<file path="src/rtl/score_keeper_pkg.sv">
// rtl/score_keeper_pkg.sv - shared types and widths for the FPGA-Hero scoring path
package fpga_hero_pkg;

    localparam int SCORE_W = 20;
    localparam int PTS_W   = 10;
    localparam int COMBO_W = 10;
    localparam int MULT_W  = 3;

    typedef enum logic [1:0] {
        RES_MISS    = 2'b00,
        RES_GOOD    = 2'b01,
        RES_PERFECT = 2'b10,
        RES_RSVD    = 2'b11
    } note_result_t;

    typedef enum logic [1:0] {
        ST_IDLE    = 2'b00,
        ST_PLAYING = 2'b01,
        ST_DONE    = 2'b10
    } state_t;

endpackage

</file>
<file path="src/rtl/score_keeper_if.sv">
// rtl/score_keeper_if.sv - judgement-event inputs and scoreboard outputs of score_keeper
interface score_keeper_if;
    import fpga_hero_pkg::*;

    logic               start;
    logic               song_end;
    logic               note_event;
    logic [1:0]         note_result;
    logic [SCORE_W-1:0] score;
    logic [COMBO_W-1:0] combo;
    logic [COMBO_W-1:0] max_combo;
    logic [MULT_W-1:0]  multiplier;
    logic               playing;

    modport master (
        output start, song_end, note_event, note_result,
        input  score, combo, max_combo, multiplier, playing
    );

    modport slave (
        input  start, song_end, note_event, note_result,
        output score, combo, max_combo, multiplier, playing
    );

endinterface

</file>
<file path="src/rtl/score_sat_add.sv">
// rtl/score_sat_add.sv - registered score accumulator that clamps at the display maximum
module score_sat_add
    import fpga_hero_pkg::*;
#(
    parameter int unsigned MAX_SCORE = 999999
) (
    input  logic               clock,
    input  logic               reset,
    input  logic               clear,
    input  logic               valid,
    input  logic [PTS_W-1:0]   pts,
    output logic [SCORE_W-1:0] score
);

    localparam logic [SCORE_W:0] SAT = MAX_SCORE[SCORE_W:0];

    // One spare bit so the sum can be compared against the ceiling before it wraps.
    logic [SCORE_W:0] sum;

    always_comb begin
        sum = {1'b0, score} + {{(SCORE_W+1-PTS_W){1'b0}}, pts};
    end

    always_ff @(posedge clock) begin
        if (reset || clear) begin
            score <= '0;
        end else if (valid) begin
            score <= (sum > SAT) ? SAT[SCORE_W-1:0] : sum[SCORE_W-1:0];
        end
    end

endmodule

</file>
<file path="src/rtl/score_keeper.sv">
// rtl/score_keeper.sv - turns note judgements into score, combo and multiplier
module score_keeper
    import fpga_hero_pkg::*;
#(
    parameter int unsigned PERFECT_PTS = 100,
    parameter int unsigned GOOD_PTS    = 50,
    parameter int unsigned COMBO_STEP  = 10,
    parameter int unsigned MAX_MULT    = 4,
    parameter int unsigned MAX_SCORE   = 999999,
    parameter int unsigned MAX_COMBO   = 999
) (
    input  logic        clock,
    input  logic        reset,
    score_keeper_if.slave sk
);

    localparam logic [PTS_W-1:0]   PERFECT_B = PERFECT_PTS[PTS_W-1:0];
    localparam logic [PTS_W-1:0]   GOOD_B    = GOOD_PTS[PTS_W-1:0];
    localparam logic [COMBO_W-1:0] STEP_C    = COMBO_STEP[COMBO_W-1:0];
    localparam logic [COMBO_W-1:0] MAXC      = MAX_COMBO[COMBO_W-1:0];
    localparam logic [COMBO_W-1:0] MULT_TOP  = COMBO_W'(MAX_MULT - 1);
    localparam logic [MULT_W-1:0]  MAXM      = MAX_MULT[MULT_W-1:0];

    state_t             state;
    logic               playing_q;
    logic [COMBO_W-1:0] combo_q, max_q;
    logic [MULT_W-1:0]  mult_q;
    logic [PTS_W-1:0]   pts_q;
    logic               pts_v;
    logic [SCORE_W-1:0] score_q;

    logic               accept, is_hit, clear;
    logic [PTS_W-1:0]   base, pts_n;
    logic [COMBO_W-1:0] combo_n, max_n, step;
    logic [MULT_W-1:0]  mult_n;

    always_comb begin
        accept  = sk.note_event && (state == ST_PLAYING);
        clear   = sk.start && (state != ST_PLAYING);
        is_hit  = (sk.note_result == RES_GOOD) || (sk.note_result == RES_PERFECT);
        base    = (sk.note_result == RES_PERFECT) ? PERFECT_B :
                  (sk.note_result == RES_GOOD)    ? GOOD_B    : '0;
        // Points use the multiplier in force before this note updates it.
        pts_n   = base * PTS_W'(mult_q);
        combo_n = !is_hit ? '0 : (combo_q >= MAXC) ? MAXC : combo_q + COMBO_W'(1);
        max_n   = (combo_n > max_q) ? combo_n : max_q;
        step    = combo_n / STEP_C;
        mult_n  = !is_hit ? MULT_W'(1) :
                  (step >= MULT_TOP) ? MAXM : step[MULT_W-1:0] + MULT_W'(1);
    end

    always_ff @(posedge clock) begin
        if (reset) begin
            state     <= ST_IDLE;
            playing_q <= 1'b0;
            combo_q   <= '0;
            max_q     <= '0;
            mult_q    <= MULT_W'(1);
            pts_q     <= '0;
            pts_v     <= 1'b0;
        end else begin
            case (state)
                ST_IDLE: if (sk.start) begin
                    state     <= ST_PLAYING;
                    playing_q <= 1'b1;
                end
                ST_PLAYING: if (sk.song_end) begin
                    state     <= ST_DONE;
                    playing_q <= 1'b0;
                end
                ST_DONE: if (sk.start) begin
                    state     <= ST_PLAYING;
                    playing_q <= 1'b1;
                end
                default: begin
                    state     <= ST_IDLE;
                    playing_q <= 1'b0;
                end
            endcase

            if (clear) begin
                combo_q <= '0;
                max_q   <= '0;
                mult_q  <= MULT_W'(1);
                pts_v   <= 1'b0;
            end else begin
                pts_v <= accept;
                pts_q <= pts_n;
                if (accept) begin
                    combo_q <= combo_n;
                    max_q   <= max_n;
                    mult_q  <= mult_n;
                end
            end
        end
    end

    score_sat_add #(
        .MAX_SCORE (MAX_SCORE)
    ) u_sat_add (
        .clock (clock),
        .reset (reset),
        .clear (clear),
        .valid (pts_v),
        .pts   (pts_q),
        .score (score_q)
    );

    assign sk.score      = score_q;
    assign sk.combo      = combo_q;
    assign sk.max_combo  = max_q;
    assign sk.multiplier = mult_q;
    assign sk.playing    = playing_q;

endmodule
</file>
<file path="src/flat_wrapper.sv">
// flat-port wrapper written by rule: the top's interface ports become plain ports
module score_keeper_flat import fpga_hero_pkg::*;
#(
    parameter int unsigned PERFECT_PTS = 100,
    parameter int unsigned GOOD_PTS    = 50,
    parameter int unsigned COMBO_STEP  = 10,
    parameter int unsigned MAX_MULT    = 4,
    parameter int unsigned MAX_SCORE   = 999999,
    parameter int unsigned MAX_COMBO   = 999
)
  (clock, reset, sk_start, sk_song_end, sk_note_event, sk_note_result, sk_score, sk_combo, sk_max_combo, sk_multiplier, sk_playing);
  score_keeper_if sk_i ();
  input  logic clock;
  input  logic reset;
  input wire logic [$bits(sk_i.start)-1:0] sk_start;
  input wire logic [$bits(sk_i.song_end)-1:0] sk_song_end;
  input wire logic [$bits(sk_i.note_event)-1:0] sk_note_event;
  input wire logic [$bits(sk_i.note_result)-1:0] sk_note_result;
  output wire logic [$bits(sk_i.score)-1:0] sk_score;
  output wire logic [$bits(sk_i.combo)-1:0] sk_combo;
  output wire logic [$bits(sk_i.max_combo)-1:0] sk_max_combo;
  output wire logic [$bits(sk_i.multiplier)-1:0] sk_multiplier;
  output wire logic [$bits(sk_i.playing)-1:0] sk_playing;
  assign sk_i.start = sk_start;
  assign sk_i.song_end = sk_song_end;
  assign sk_i.note_event = sk_note_event;
  assign sk_i.note_result = sk_note_result;
  assign sk_score = sk_i.score;
  assign sk_combo = sk_i.combo;
  assign sk_max_combo = sk_i.max_combo;
  assign sk_multiplier = sk_i.multiplier;
  assign sk_playing = sk_i.playing;
  score_keeper #(.PERFECT_PTS(PERFECT_PTS), .GOOD_PTS(GOOD_PTS), .COMBO_STEP(COMBO_STEP), .MAX_MULT(MAX_MULT), .MAX_SCORE(MAX_SCORE), .MAX_COMBO(MAX_COMBO)) u_core (.clock(clock), .reset(reset), .sk(sk_i));
endmodule
</file>
<file path="config.mk">
export PLATFORM = sky130hd
export DESIGN_NAME = score_keeper_flat
export DESIGN_NICKNAME = d
export VERILOG_FILES = /design/src/rtl/score_keeper_pkg.sv /design/src/rtl/score_keeper_if.sv /design/src/rtl/score_sat_add.sv /design/src/rtl/score_keeper.sv /design/src/flat_wrapper.sv
export SDC_FILE = /design/constraint.sdc
export NUM_CORES = 1
export LEC_CHECK = 0
export BUFFER_PORTS_ARGS = -buffer_cell sky130_fd_sc_hd__buf_2
export CAP_MARGIN = 10
export CORE_MARGIN = 2
export CORE_UTILIZATION = 60
export CTS_CLUSTER_SIZE = 28
export DETAILED_ROUTE_END_ITERATION = 12
export GPL_ROUTABILITY_DRIVEN = 0
export GPL_TIMING_DRIVEN = 0
export HOLD_SLACK_MARGIN = 0.12
export PLACE_DENSITY = 0.79
export SLEW_MARGIN = 25
export SYNTH_ARGS = -nofsm -noshare
export SYNTH_HDL_FRONTEND = slang
export SYNTH_SLANG_ARGS = --single-unit
</file>
<file path="constraint.sdc">
create_clock -name clock -period 8.8 [get_ports clock]
set_clock_uncertainty 0.15 [all_clocks]
set_input_delay 0.88 -clock clock [delete_from_list [all_inputs] [get_ports clock]]
set_output_delay 0.88 -clock clock [all_outputs]
set_load 0.05 [all_outputs]
</file>
==> impl_metrics.py <==
metrics = {
    "clock_tree": {
        "cts-root-buf": "clkbuf_8",
        "clk_pin_slew_ns": 0.09,
        "cts_made_buffers": 5,
        "htree_levels": 2,
        "holdBufCountCts": 0,
        "clkSinkCount": 56,
        "cts_max_path_buffers": 2,
        "post_cts_buffers": 0,
        "cts_resized": 0,
        "tritoncts": "yes",
        "clk_latency_ns": 0.32,
    },
    "cells_and_area": {
        "num-fill-cells": 658,
        "syn2layout_area_growth_pct": 10.1,
        "nNetsFinal": 647,
        "final_cells": 703,
        "final_util_pct": 68.1,
        "antenna_cells": 0,
        "layout-drive-gt1-share_pct": 16.9,
    },
    "floorplan": {
        "io_pins": 51,
        "die_area_um2": 8140,
        "die_height_um": 90.2,
        "die_width_um": 90.2,
        "start_util_pct": 61.9,
        "num_rows": 31,
        "coreArea_um2": 7210,
    },
    "sta": {
        "relSlewSlack_pct": 38.5,
        "fin_crit_ns": 4.70,
        "finalSetupTns_ns": 0,
        "setup_viol": 0,
        "finalMaxSlewViolations": 0,
        "max_freq_mhz": 213,
        "worst_pin_slew_ns": 0.917,
        "period_share_pct": 53.4,
        "finalHoldViolations": 0,
        "rsz0062_at_grt": "false",
        "worst_slack_ns": 4.10,
    },
    "detailed_routing": {
        "drc": 0,
        "via_per_inst": 6.27,
        "antenna_left": 0,
        "vias": 4411,
        "drtIter0Drc": 512,
        "dr.pass1.iters": 6,
        "totalWireLength_mm": 11.2,
        "avgRoutedWirePerCell_um": 16.0,
    },
    "synth": {
        "ys_async_sr_fraction_pct": 0,
        "syn_inst": 547,
        "ys_types": 85,
        "ys_ff_latch": 56,
        "synth.most_common_cell": "dfxtp_1",
        "synth-simple-area-share_pct": 25.3,
        "synth_xor_area_share_pct": 3.14,
        "synth_edf_count": 0,
        "synth_top_family_by_area": "compound AO/OA/AOI/OAI gates",
        "synth-adder-area-share_pct": 10.8,
        "ys_top_cells_by_count": "dfxtp_1, nor2_1, nand2_1",
        "synthFlopType": "dfxtp_1",
        "synthTopCellsByArea": "dfxtp_1, ha_1, a21oi_1, nor2_1, nand2_1",
        "yosysWarnings": 0,
        "yosys-mux-area-fraction_pct": 3.14,
        "synth_top_area_share_pct": 25.1,
        "syn_area_um2": 4460,
        "syn_nets": 590,
        "syn_avg_cell_area_um2": 8.16,
        "ys_seq_area_share_pct": 25.1,
        "synth_compound_area_share_pct": 27.5,
        "yosysTopAreaCell": "dfxtp_1",
    },
    "hold_path": {
        "worstHoldEndpoint": "u_core.pts_q[3]",
        "holdCritStartpoint": "u_core.pts_q[3]",
        "hold_depth": 2,
        "hold_path_class": "reg -> reg",
    },
    "critical_path": {
        "path_cells": "ha_1 -> a211oi_4 -> nor3_4 -> o31ai_2 -> buf_2 -> nand2_1 -> a221oi_1 -> a221oi_1 -> a41oi_4 -> nor4b_1 -> a31oi_1 -> o211ai_1 -> o31ai_1 -> ha_1 -> nor4_4 -> a21boi_2 -> o22ai_1 -> o21ba_1",
        "path_buf_inv": 1,
        "max_stage_delay_ns": 0.44,
        "crit_cells": 18,
        "r2r_end": "u_core.sk.multiplier[0]",
        "cp-start-kind": "flop",
        "r2r-start": "u_core.sk.combo[0]",
        "critPathCaptureType": "flop",
        "critPathMaxFanout": 10,
        "cp_slowest_cell": "o31ai_2",
        "r2r_cells": 18,
        "path_delay_family": "compound AO/OA/AOI/OAI gates",
        "worst-setup-path-type": "reg -> reg",
        "critical_path_arrival_ns": 4.81,
        "timing.reg2reg.setup_slack_ns": 4.10,
        "worstPathRequired_ns": 8.91,
    },
    "pwr": {
        "p_per_area_nw_per_um2": 90.6,
        "finalPower_uw": 445,
        "vdd_drop_max_uv": 66.8,
        "leakage_nw": 2.16,
    },
    "run": {
        "maxCapViolCount": 0,
    },
    "global_routing": {
        "grt_overflow_total": 0,
        "grt_pass1_wl_mm": 18.6,
        "grt_usage_pct": 27.1,
        "first_global_vias": 3897,
        "grt_max_degree": 16,
        "antenna_found_initial": 0,
    },
    "place": {
        "preCtsSetupSlack_ns": 3.95,
        "dp_cells": 696,
        "io_buffers": 50,
        "post-dp-hpwl_mm": 8.55,
    },
    "outcome": {
        "outcome": "finished clean",
    },
}
[tightest hold or removal path, delay by kind of cell (launching register included)]
family / cells / cell delay [ns]
flops: 1 / 0.32
compound gates: 1 / 0.05
simple gates: 1 / 0.05
[sequential cells by signal (all words and copies together), names as in the netlist]
name,count
u_core.sk.max_combo,10
u_core.sk.playing,1
u_core.state,2
u_core.pts_v,1
u_core.sk.multiplier,3
u_core.sk.combo,10
u_core.u_sat_add.score,20
u_core.pts_q,9
[logic make-up after synthesis]
logic type | after synthesis
xor+xnor | 16
buf+inv | 50
simple gates | 202
fa+ha+maj | 37
compound gates | 172
flops | 56
mux | 14
[worst max-delay path by stage]
stage	slack [ns]	to	start
floorplan	4.40	u_core.sk.multiplier[0]	u_core.sk.combo[0]
CTS	4.17	u_core.sk.multiplier[0]	u_core.sk.combo[0]
detailed placement	3.95	u_core.sk.multiplier[0]	sk_note_result[0]
finish	4.10	u_core.sk.multiplier[0]	u_core.sk.combo[0]
global route	3.80	u_core.sk.multiplier[0]	u_core.sk.combo[0]
global placement	4.01	u_core.sk.multiplier[0]	sk_note_result[0]
[final cells by class]
class                           instances  area, um2  area share [%]
Inverter                               23       86.3            1.76
Multi-Input combinational cell        441       3120            63.5
Sequential cell                        56       1120            22.8
Clock inverter                          1       5.00           0.102
Timing Repair Buffer                   50        250            5.09
Tap cell                               99        124            2.52
Buffer                                 27        136            2.77
Clock buffer                            6       72.6            1.48
[routing by layer]
layer / track usage, % / wire length (um) / share of wire, %
met3: 4.69 / 744 / 6.6
met2: 42.3 / 5030 / 45
met5: 0 / 0 / 0
met1: 39.3 / 5310 / 47
met4: 6.03 / 149 / 1.3
[layout by cell type, fill, tap and decap left out, types with 3 or more instances in the layout]
master / instances
o21ai_0: 27
o22ai_1: 5
or3_1: 7
nor2b_1: 12
clkbuf_1: 17
o21bai_1: 3
o41ai_1: 4
nor2_1: 48
dfxtp_1: 56
inv_1: 21
mux2i_1: 14
xnor2_1: 11
a31oi_1: 13
and2_1: 14
fa_1: 3
nand4_1: 8
nand2_1: 42
ha_1: 33
a211oi_1: 5
buf_6: 3
o211ai_1: 8
and3_1: 9
clkbuf_8: 5
a21oi_1: 37
buf_2: 57
a22o_1: 9
o21a_1: 3
nand3_1: 13
nand2b_1: 5
o21ai_1: 7
nor3_1: 16
o31ai_2: 3
a21o_1: 10
xor2_1: 5
o31ai_1: 4
[metrics by stage]
step | instance area (um2) | hold WS, ns
2_1_floorplan | 4460 | 0.286
3_3_place_gp | 4840 | 0.294
3_5_place_dp | 4840 | 0.304
4_1_cts | 4910 | 0.315
5_1_grt | 4910 | 0.343
6_report | 4910 | 0.315
[where the power goes]
group,internal (mW),total (mW),switching (mW)
Combinational,0.0152,0.0496,0.0344
Sequential,0.257,0.259,0.00265
Clock,0.0545,0.136,0.0820
Total,0.326,0.445,0.119
(Power assumes the default switching activity.)
